--- src/rtl/load_store_unit.sv ---
// load_store_unit
//   Initiator for the word-addressed data RAM, serving RV32I loads and stores
//   from the EX/MEM stage. The unit handles one request at a time. Every RAM
//   access is a full word. Byte and half loads are extracted from that word and
//   then sign- or zero-extended. The RAM has no byte strobes, so SB and SH are
//   done as read-modify-write.
//
// Ports
//   clk, rst_n                  clock, asynchronous active-low reset
//   req_valid/req_ready         request handshake; ready only while idle
//   req_we, req_funct3          store select, RV32I width/sign code
//   req_addr, req_wdata         byte address, store data
//   resp_valid                  one-cycle completion pulse
//   resp_rdata, resp_err        load result / error flag, valid with resp_valid
//   mem_read_en, mem_write_en   registered RAM enables, never both high
//   mem_load_type               constant word access
//   mem_addr, mem_wdata         registered word index and write word
//   mem_rdata                   RAM read data, one cycle after mem_read_en
//
// state    | meaning
// ---------+-----------------------------------------------------------
// IDLE     | ready; latch request, classify, flag errors
// RD_ISSUE | mem_read_en high for one cycle
// RD_WAIT  | mem_rdata valid; extract load result or merge SB/SH lane
// WR_ISSUE | mem_write_en high for one cycle
// DONE     | resp_valid high for one cycle
module load_store_unit #(
   parameter int ADDR_WIDTH     = 32,
   parameter int DATA_WIDTH     = 32,
   parameter int MEM_DEPTH_LOG2 = 5
) (
   input  logic                  clk,
   input  logic                  rst_n,
   input  logic                  req_valid,
   output logic                  req_ready,
   input  logic                  req_we,
   input  logic [2:0]            req_funct3,
   input  logic [ADDR_WIDTH-1:0] req_addr,
   input  logic [DATA_WIDTH-1:0] req_wdata,
   output logic                  resp_valid,
   output logic [DATA_WIDTH-1:0] resp_rdata,
   output logic                  resp_err,
   output logic                  mem_read_en,
   output logic                  mem_write_en,
   output logic [1:0]            mem_load_type,
   output logic [ADDR_WIDTH-1:0] mem_addr,
   output logic [DATA_WIDTH-1:0] mem_wdata,
   input  logic [DATA_WIDTH-1:0] mem_rdata
);

   typedef enum logic [2:0] {
      S_IDLE     = 3'd0,
      S_RD_ISSUE = 3'd1,
      S_RD_WAIT  = 3'd2,
      S_WR_ISSUE = 3'd3,
      S_DONE     = 3'd4
   } state_t;

   state_t state_q, state_nxt;

   logic        we_q;
   logic [2:0]  funct3_q;
   logic [1:0]  off_q;
   logic [15:0] wdata_q;

   logic                  accept;
   logic                  req_err;
   logic                  illegal_f3;
   logic                  misaligned;
   logic                  out_of_range;
   logic [ADDR_WIDTH-3:0] req_word_idx;

   logic [7:0]            rd_byte;
   logic [15:0]           rd_half;
   logic [DATA_WIDTH-1:0] load_val;
   logic [DATA_WIDTH-1:0] merge_val;

   assign req_ready     = (state_q == S_IDLE);
   assign accept        = req_valid & req_ready;
   assign mem_load_type = 2'b00;
   assign req_word_idx  = req_addr[ADDR_WIDTH-1:2];

   // Request classification, evaluated on the raw request in IDLE.
   always_comb begin
      illegal_f3 = 1'b0;
      misaligned = 1'b0;
      if (req_we) begin
         illegal_f3 = (req_funct3 > 3'b010);
      end else begin
         illegal_f3 = !(req_funct3 == 3'b000 || req_funct3 == 3'b001 ||
                        req_funct3 == 3'b010 || req_funct3 == 3'b100 ||
                        req_funct3 == 3'b101);
      end
      case (req_funct3[1:0])
         2'b01:   misaligned = req_addr[0];
         2'b10:   misaligned = (req_addr[1:0] != 2'b00);
         default: misaligned = 1'b0;
      endcase
   end

   // Any bit above the RAM index width means the word does not exist.
   assign out_of_range = ((req_word_idx >> MEM_DEPTH_LOG2) != '0);
   assign req_err      = illegal_f3 | misaligned | out_of_range;

   // Lane selection from the returned word.
   always_comb begin
      rd_byte = mem_rdata[7:0];
      case (off_q)
         2'd0:    rd_byte = mem_rdata[7:0];
         2'd1:    rd_byte = mem_rdata[15:8];
         2'd2:    rd_byte = mem_rdata[23:16];
         default: rd_byte = mem_rdata[31:24];
      endcase
      rd_half = off_q[1] ? mem_rdata[31:16] : mem_rdata[15:0];
   end

   always_comb begin
      load_val = '0;
      case (funct3_q)
         3'b000:  load_val = {{24{rd_byte[7]}}, rd_byte};
         3'b001:  load_val = {{16{rd_half[15]}}, rd_half};
         3'b010:  load_val = mem_rdata;
         3'b100:  load_val = {24'd0, rd_byte};
         3'b101:  load_val = {16'd0, rd_half};
         default: load_val = '0;
      endcase
   end

   // Read-modify-write: only the addressed lane takes store data.
   always_comb begin
      merge_val = mem_rdata;
      if (funct3_q[1:0] == 2'b00) begin
         case (off_q)
            2'd0:    merge_val[7:0]   = wdata_q[7:0];
            2'd1:    merge_val[15:8]  = wdata_q[7:0];
            2'd2:    merge_val[23:16] = wdata_q[7:0];
            default: merge_val[31:24] = wdata_q[7:0];
         endcase
      end else if (off_q[1]) begin
         merge_val[31:16] = wdata_q;
      end else begin
         merge_val[15:0] = wdata_q;
      end
   end

   always_comb begin
      state_nxt = state_q;
      case (state_q)
         S_IDLE: begin
            if (accept) begin
               if (req_err)
                  state_nxt = S_DONE;
               else if (req_we && req_funct3 == 3'b010)
                  state_nxt = S_WR_ISSUE;
               else
                  state_nxt = S_RD_ISSUE;
            end
         end
         S_RD_ISSUE: state_nxt = S_RD_WAIT;
         S_RD_WAIT:  state_nxt = we_q ? S_WR_ISSUE : S_DONE;
         S_WR_ISSUE: state_nxt = S_DONE;
         S_DONE:     state_nxt = S_IDLE;
         default:    state_nxt = S_IDLE;
      endcase
   end

   always_ff @(posedge clk or negedge rst_n) begin
      if (!rst_n)
         state_q <= S_IDLE;
      else
         state_q <= state_nxt;
   end

   // Enables and resp_valid are decoded from the next state. Each is then a
   // clean register that is high exactly while the FSM sits in its state.
   always_ff @(posedge clk or negedge rst_n) begin
      if (!rst_n) begin
         we_q         <= 1'b0;
         funct3_q     <= 3'b000;
         off_q        <= 2'b00;
         wdata_q      <= 16'd0;
         mem_read_en  <= 1'b0;
         mem_write_en <= 1'b0;
         resp_valid   <= 1'b0;
         resp_err     <= 1'b0;
         resp_rdata   <= '0;
         mem_addr     <= '0;
         mem_wdata    <= '0;
      end else begin
         mem_read_en  <= (state_nxt == S_RD_ISSUE);
         mem_write_en <= (state_nxt == S_WR_ISSUE);
         resp_valid   <= (state_nxt == S_DONE);
         case (state_q)
            S_IDLE: begin
               if (accept) begin
                  we_q       <= req_we;
                  funct3_q   <= req_funct3;
                  off_q      <= req_addr[1:0];
                  wdata_q    <= req_wdata[15:0];
                  resp_err   <= req_err;
                  resp_rdata <= '0;
                  if (!req_err) begin
                     mem_addr <= {2'b00, req_word_idx};
                     if (req_we)
                        mem_wdata <= req_wdata;
                  end
               end
            end
            S_RD_WAIT: begin
               if (we_q)
                  mem_wdata <= merge_val;
               else
                  resp_rdata <= load_val;
            end
            S_DONE: begin
               resp_err   <= 1'b0;
               resp_rdata <= '0;
            end
            default: ;
         endcase
      end
   end

endmodule

--- config.mk ---
export PLATFORM = sky130hd
export DESIGN_NAME = load_store_unit
export DESIGN_NICKNAME = d
export VERILOG_FILES = /design/src/rtl/load_store_unit.sv
export SDC_FILE = /design/constraint.sdc
export NUM_CORES = 1
export LEC_CHECK = 0
export ABC_AREA = 1
export BUFFER_PORTS_ARGS = -buffer_cell sky130_fd_sc_hd__buf_2
export CAP_MARGIN = 0
export CELL_PAD_IN_SITES_DETAIL_PLACEMENT = 0
export CELL_PAD_IN_SITES_GLOBAL_PLACEMENT = 1
export CORE_MARGIN = 5
export CORE_UTILIZATION = 33
export CTS_CLUSTER_SIZE = 12
export DETAILED_ROUTE_END_ITERATION = 12
export GPL_TIMING_DRIVEN = 0
export PLACE_DENSITY = 0.86
export SLEW_MARGIN = 25
export SYNTH_ARGS = -nofsm -noshare
export SYNTH_HDL_FRONTEND = slang
export SYNTH_SLANG_ARGS = --single-unit
export TNS_END_PERCENT = 10
--- constraint.sdc ---
create_clock -name clk -period 1.45 [get_ports clk]
set_input_delay 0.145 -clock clk [delete_from_list [all_inputs] [get_ports clk]]
set_output_delay 0.145 -clock clk [all_outputs]
set_load 0.02 [all_outputs]
Yosys cells after proc, flatten, opt, wreduce, memory -nomap -nowiden
Cells that the tools add are included.
{ "word_totals": {"ram_bits": 0, "mem_count": 0, "romBits": 0, "latchBits": 0, "output_inout_bits": 103, "inputBits": 103, "elab_cells": 90, "register_bits": 123} }
{ "classes": {"mul": 0, "magnitude_cmp": 1, "n_shift": 0, "n_addsub": 0, "n_bitwise": 4, "div_mod_pow": 0, "muxes": 27, "n_eq_ne": 24, "reduce_logical": 22} }
{ "op_table": {"columns": ["operator", "count"], "rows": [
  ["$mux 32", 7],
  ["$pmux 32 s5", 1],
  ["$pmux 32 s3", 1],
  ["$pmux 32 s2", 1],
  ["$mux 16", 3],
  ["$mux 8", 4],
  ["$reduce_bool 30->1", 1],
  ["$pmux 8 s3", 1],
  ["$eq 3x3->1 const B", 6],
  ["$eq 3x2->1 const B", 5],
  ["$eq 3x1->1 const B", 4],
  ["$pmux 3 s4", 1],
  ["$logic_not 3->1", 3],
  ["$mux 3", 3],
  ["$ne 2x2->1 const B", 3],
  ["$reduce_and 3->1", 2],
  ["$reduce_bool 2->1", 3],
  ["$reduce_and 5->1", 1],
  ["$eq 2x1->1 const B", 2],
  ["$eq 2x2->1 const B", 2],
  ["$logic_not 2->1", 2],
  ["$logic_or 1x1->1", 4],
  ["$ne 2x1->1 const B", 2],
  ["$pmux 1 s2", 2],
  ["11 further kinds", 14]
]} }

Depth between registers and ports, before layout
{ "depth": {"depth_word": 13, "mapped_depth": 14} }

Worst setup path before layout
No wires, ideal clock.
{ "synth_timing": {"kind": "reg2reg", "start": "register state_q[0]", "end": "register mem_wdata[10]", "slack_ns": -0.122, "n_path_buf": 1, "synth_period_minus_slack_ns": 1.572, "t_required_ns": 1.333, "t_arrival_ns": 1.455, "stages_incl_launch_ff": 10, "path_cell_list": "dfrtp_1 > nor2_4 > nand2_2 > inv_2 > nand2_1 > a21oi_4 > nand2_4 > buf_6 > nand2_1 > nand2_1"} }
{ "synth_via": {"elab_chain_len": 4, "word_cells_on_any_way": 10, "classes_between": "5 x eq/ne; 1 x mux; 1 x bitwise; 3 x reduce/logical"} }
{ "synth_lines": {"columns": ["element", "line_no", "text"], "rows": [
  ["from (decl)", "59", "state_t state_q, state_nxt;"],
  ["from (signal assigned)", "171", "state_q <= state_nxt;"],
  ["$logic_not 3->1 *", "78", "assign req_ready = (state_q == S_IDLE);"],
  ["via req_ready", "35", "output logic req_ready,"],
  ["$and 1x1->1", "79", "assign accept = req_valid & req_ready;"],
  ["$ne 2x1->1 (no source line)", null, null],
  ["$reduce_and 5->1 (no source line)", null, null],
  ["to (signal assigned)", "205", "mem_wdata <= req_wdata;"],
  ["to (signal assigned)", "211", "mem_wdata <= merge_val;"],
  ["to (decl)", "47", "output logic [DATA_WIDTH-1:0] mem_wdata,"]
]} }
The timed path passes the listed nets; every way through them passes the cells marked *.
A chain may end at the register's enable or synchronous reset.

Final worst setup path
{ "layout_timing": {"start": "register state_q[2]", "end": "register mem_wdata[29]"} }
{ "layout_via": {"elab_chain_len": 4, "word_cells_on_any_way": 10, "classes_between": "5 x eq/ne; 1 x mux; 1 x bitwise; 3 x reduce/logical"} }
{ "layout_lines": {"columns": ["element", "line_no"], "rows": [
  ["$logic_not 3->1", "78, 193"],
  ["$and 1x1->1", "79"],
  ["$ne 2x1->1 (no source line)", null],
  ["$reduce_and 5->1 (no source line)", null]
]} }
Several ways; a longest one is shown, not always the timed one.

==> impl_results.md <==
* Fillers at 2202
* DRC at 0
* WP data arrival at just under 2 ns
* CTS Buf Count at 17
* Post-synthesis register bit count at 123
* Syn Area/Cell at 6.904 um^2
* Share of cells above drive strength 1 at roughly 31%
* Detailed placement HPWL at ~20000 um
* Crit-path cells: nor2_4 > nand2_4 > inv_6 > nand2_4 > a21oi_4 > buf_12 > nand2_8 > buf_6 > nand2_1 > nand2_1
* Slowest cell on the critical path: dfrtp_1
* Wire per inst at roughly 17 um
* Site Rows at 53
* Area of the multi-input gates at approximately 3600 um^2
* Vias in the first global route at between 7000 and 8000
* Gate count after technology mapping at between 1000 and 1500
* CP max FO at 8
* Cell Area, Synth at around 7100 um^2
* I/O Buffers at around 200
* Clock slew at reported path FFs at 0.06 ns
* Worst setup EP type: register
* Pleak at ~5.7 nW
* Endpoints failing hold at 1
* Root buffer cell: clkbuf_16
* Clock skew at around 0.0097 ns
* GR Util All Layers at about 22%
* Final net count at 1412
* Drt first pass iters at 5
* CTS Buffer Depth at 2
* Unrepaired setup endpoints after global routing: yes
* Critical Path Source: state_q[2]
* FMAX at 614.4 MHz
* Chip Width at ~160 um
* Register area share after synthesis at 43.16%
* Power density over the cells at roughly 1100 nW/um^2
* Worst hold margin at -0.001032 ns
* WS Path Type: reg2reg
* Antenna violations before repair at 0
* CTS tree: built
* Slowest stage delay, CP at 0.41 ns
* Peak supply drop at between 0.0007 and 0.0008 V
* Synth cell types at 36
* Final period utilization at 112.3%
* DR iter-0 viols at around 670
* Num ports at 206
* Reg area at between 3000 and 4000 um^2
* Ant diodes at 0
* First-pass GRT wire length at roughly 42000 um
* Clock Sink Count at between 100 and 150
* DP Cell Count at between 1500 and 2000
* Slew Limit Fails at 0
* Vias at approximately 8000
* Worst min-delay path class: in2reg
* Largest net degree at the start of global routing at 80
* Core box area at 21150 um^2
* Final Wtd Congestion at between 0.9 and 1
* Failing checks: hold timing, setup timing
* Vias per inst at 4.989
* Tmin final at between 1.5 and 2 ns
* Pwr Total at 11.15 mW
* Clk Latency, worst-skew pair at around 0.43 ns
* P&R area growth vs syn at 40.88%
* Worst R2R Start: state_q[2]
* WP data required at approximately 1.8 ns
* Worst hold start: req_wdata[6]
* Overflow after GRT at 0
* DIE HEIGHT at roughly 160 um
* # setup viols final at 98
* Full die area at 24650 um^2
* Max-cap violations at 0
* Final Non-Filler Cells at about 1600
* Delay-heaviest family, CP: simple AND/OR/NAND/NOR gates
* Antenna Nets Post-Route at 0
* Final Worst Setup Slack at -0.1777 ns
* CP bufs+invs at 3
* Setup crit start kind: register
* Max H-tree Level at 4
* Ys Warns at 0
* Outcome: finished, violations left
* Final WL at approximately 27000 um
* Starting utilization of the core area at between 30 and 40%
## cells in the mapped netlist (all sizes together)
library cell | n | area share, %
nand2 | 434 | 23
nand3 | 139 | 9.9
dfrtp | 123 | 43
o21ai | 88 | 6.2
inv | 84 | 4.4
buf | 42 | 3.6
nor2 | 37 | 2.2
a21oi | 22 | 1.7
clkbuf | 22 | 1.2
o211ai | 19 | 2.0
nand4 | 7 | 0.61
and2 | 3 | 0.26
ha | 3 | 0.53
nor3 | 2 | 0.21
a31oi | 1 | 0.088
and3 | 1 | 0.088
clkinv | 1 | 0.053
conb | 1 | 0.053
o2111ai | 1 | 0.12
o21a | 1 | 0.11
o22ai | 1 | 0.088
or2 | 1 | 0.088
## area by class of cell
type / instances / area share (%)
Clock inverter: 15 / 1.719
Buffer: 64 / 5.280
Inverter: 85 / 3.338
Sequential cell: 123 / 30.65
Multi-Input combinational cell: 764 / 36.24
Timing Repair Buffer: 251 / 15.12
Clock buffer: 17 / 4.234
Tap cell: 275 / 3.425
## cells in the final DEF, fill, tap and decap left out, types with 5 or more instances in the layout
master,n
a21oi_1,18
o211ai_1,19
nor2_4,6
nor2_1,29
buf_6,22
clkbuf_2,14
nand3_2,5
nand2_1,392
buf_4,45
dlygate4sd3_1,21
inv_1,78
nand3_1,132
o21ai_2,9
inv_6,5
nand2_4,5
clkbuf_16,17
o21ai_0,57
nand4_1,7
nand2_2,36
dfrtp_1,122
buf_2,201
inv_8,5
o21ai_1,22
## sequential cells by signal, indices dropped and copies added, names as in the netlist
name	count
we_q	1
resp_valid	1
funct3_q	3
off_q	2
mem_read_en	1
wdata_q	16
state_q	3
resp_rdata	32
mem_wdata	32
mem_write_en	1
resp_err	1
mem_addr	30
## final timing paths
| path | end | slack, ns | cells past startpoint |
|---|---|---|---|
| worst max-delay path | mem_wdata[29] | -0.18 | 10 |
| worst min-delay path | wdata_q[6] | -0.001 | 3 |
| max in group asynchronous | resp_err | 0.53 | 3 |
| worst max register to register | mem_wdata[29] | -0.18 | 10 |
| worst min register to register | mem_addr[11] | 0.46 | 2 |
| min in group asynchronous | resp_rdata[27] | 0.20 | 2 |
## timing repair
item,CTS,global route
pin swaps,8,10
gates cloned,3,0
endpoints found under the hold margin,64,0
hold buffers,21,0
gates resized for setup,94,89
endpoints found under the setup margin,122,120
buffers inserted,11,14
## metrics by stage
stage	util [%]	TNS, ns	area [um^2]	worst slack (ns)
after floorplan	-	-1.924	7153	-0.03572
after global placement	40.20	-222.15	8503	-1.421
after detailed placement	40.37	-51.47	8541	-0.6143
after CTS	46.03	-11.09	9737	-0.1660
after global routing	47.50	-20.43	10050	-0.2727
final	47.50	-9.585	10050	-0.1777
## where the power goes
group	switching [mW]	total, mW	internal [mW]
combinational	1.80	2.88	1.08
clock	1.95	4.27	2.32
sequential	0.277	4.00	3.73
## worst reg2reg max path: stages, from the launching register on
cell and delay, ns:
dfrtp_1 0.41, nor2_4 0.19, nand2_4 0.10, inv_6 0.09
nand2_4 0.06, a21oi_4 0.18, buf_12 0.15, nand2_8 0.09
buf_6 0.16, nand2_1 0.06, nand2_1 0.04
## cell families (layout without fill, tap and decap cells)
family	Yosys count	after routing	share of synthesized area, %
and+or+nand+nor	624	624	36.61
buffers and inverters	149	432	9.316
AOI/OAI and AO/OA	133	133	10.33
DFF	123	123	43.16
adders and majority gates	3	3	0.5264
other	1	4	0.05258
## routing by layer
metal / track usage (%) / share of wire [%]
met5: 0 / 0
met4: 7.087 / 2.7
met3: 5.197 / 8.3
met2: 33.77 / 46
met1: 29.92 / 43
(Power assumes the default switching activity.)
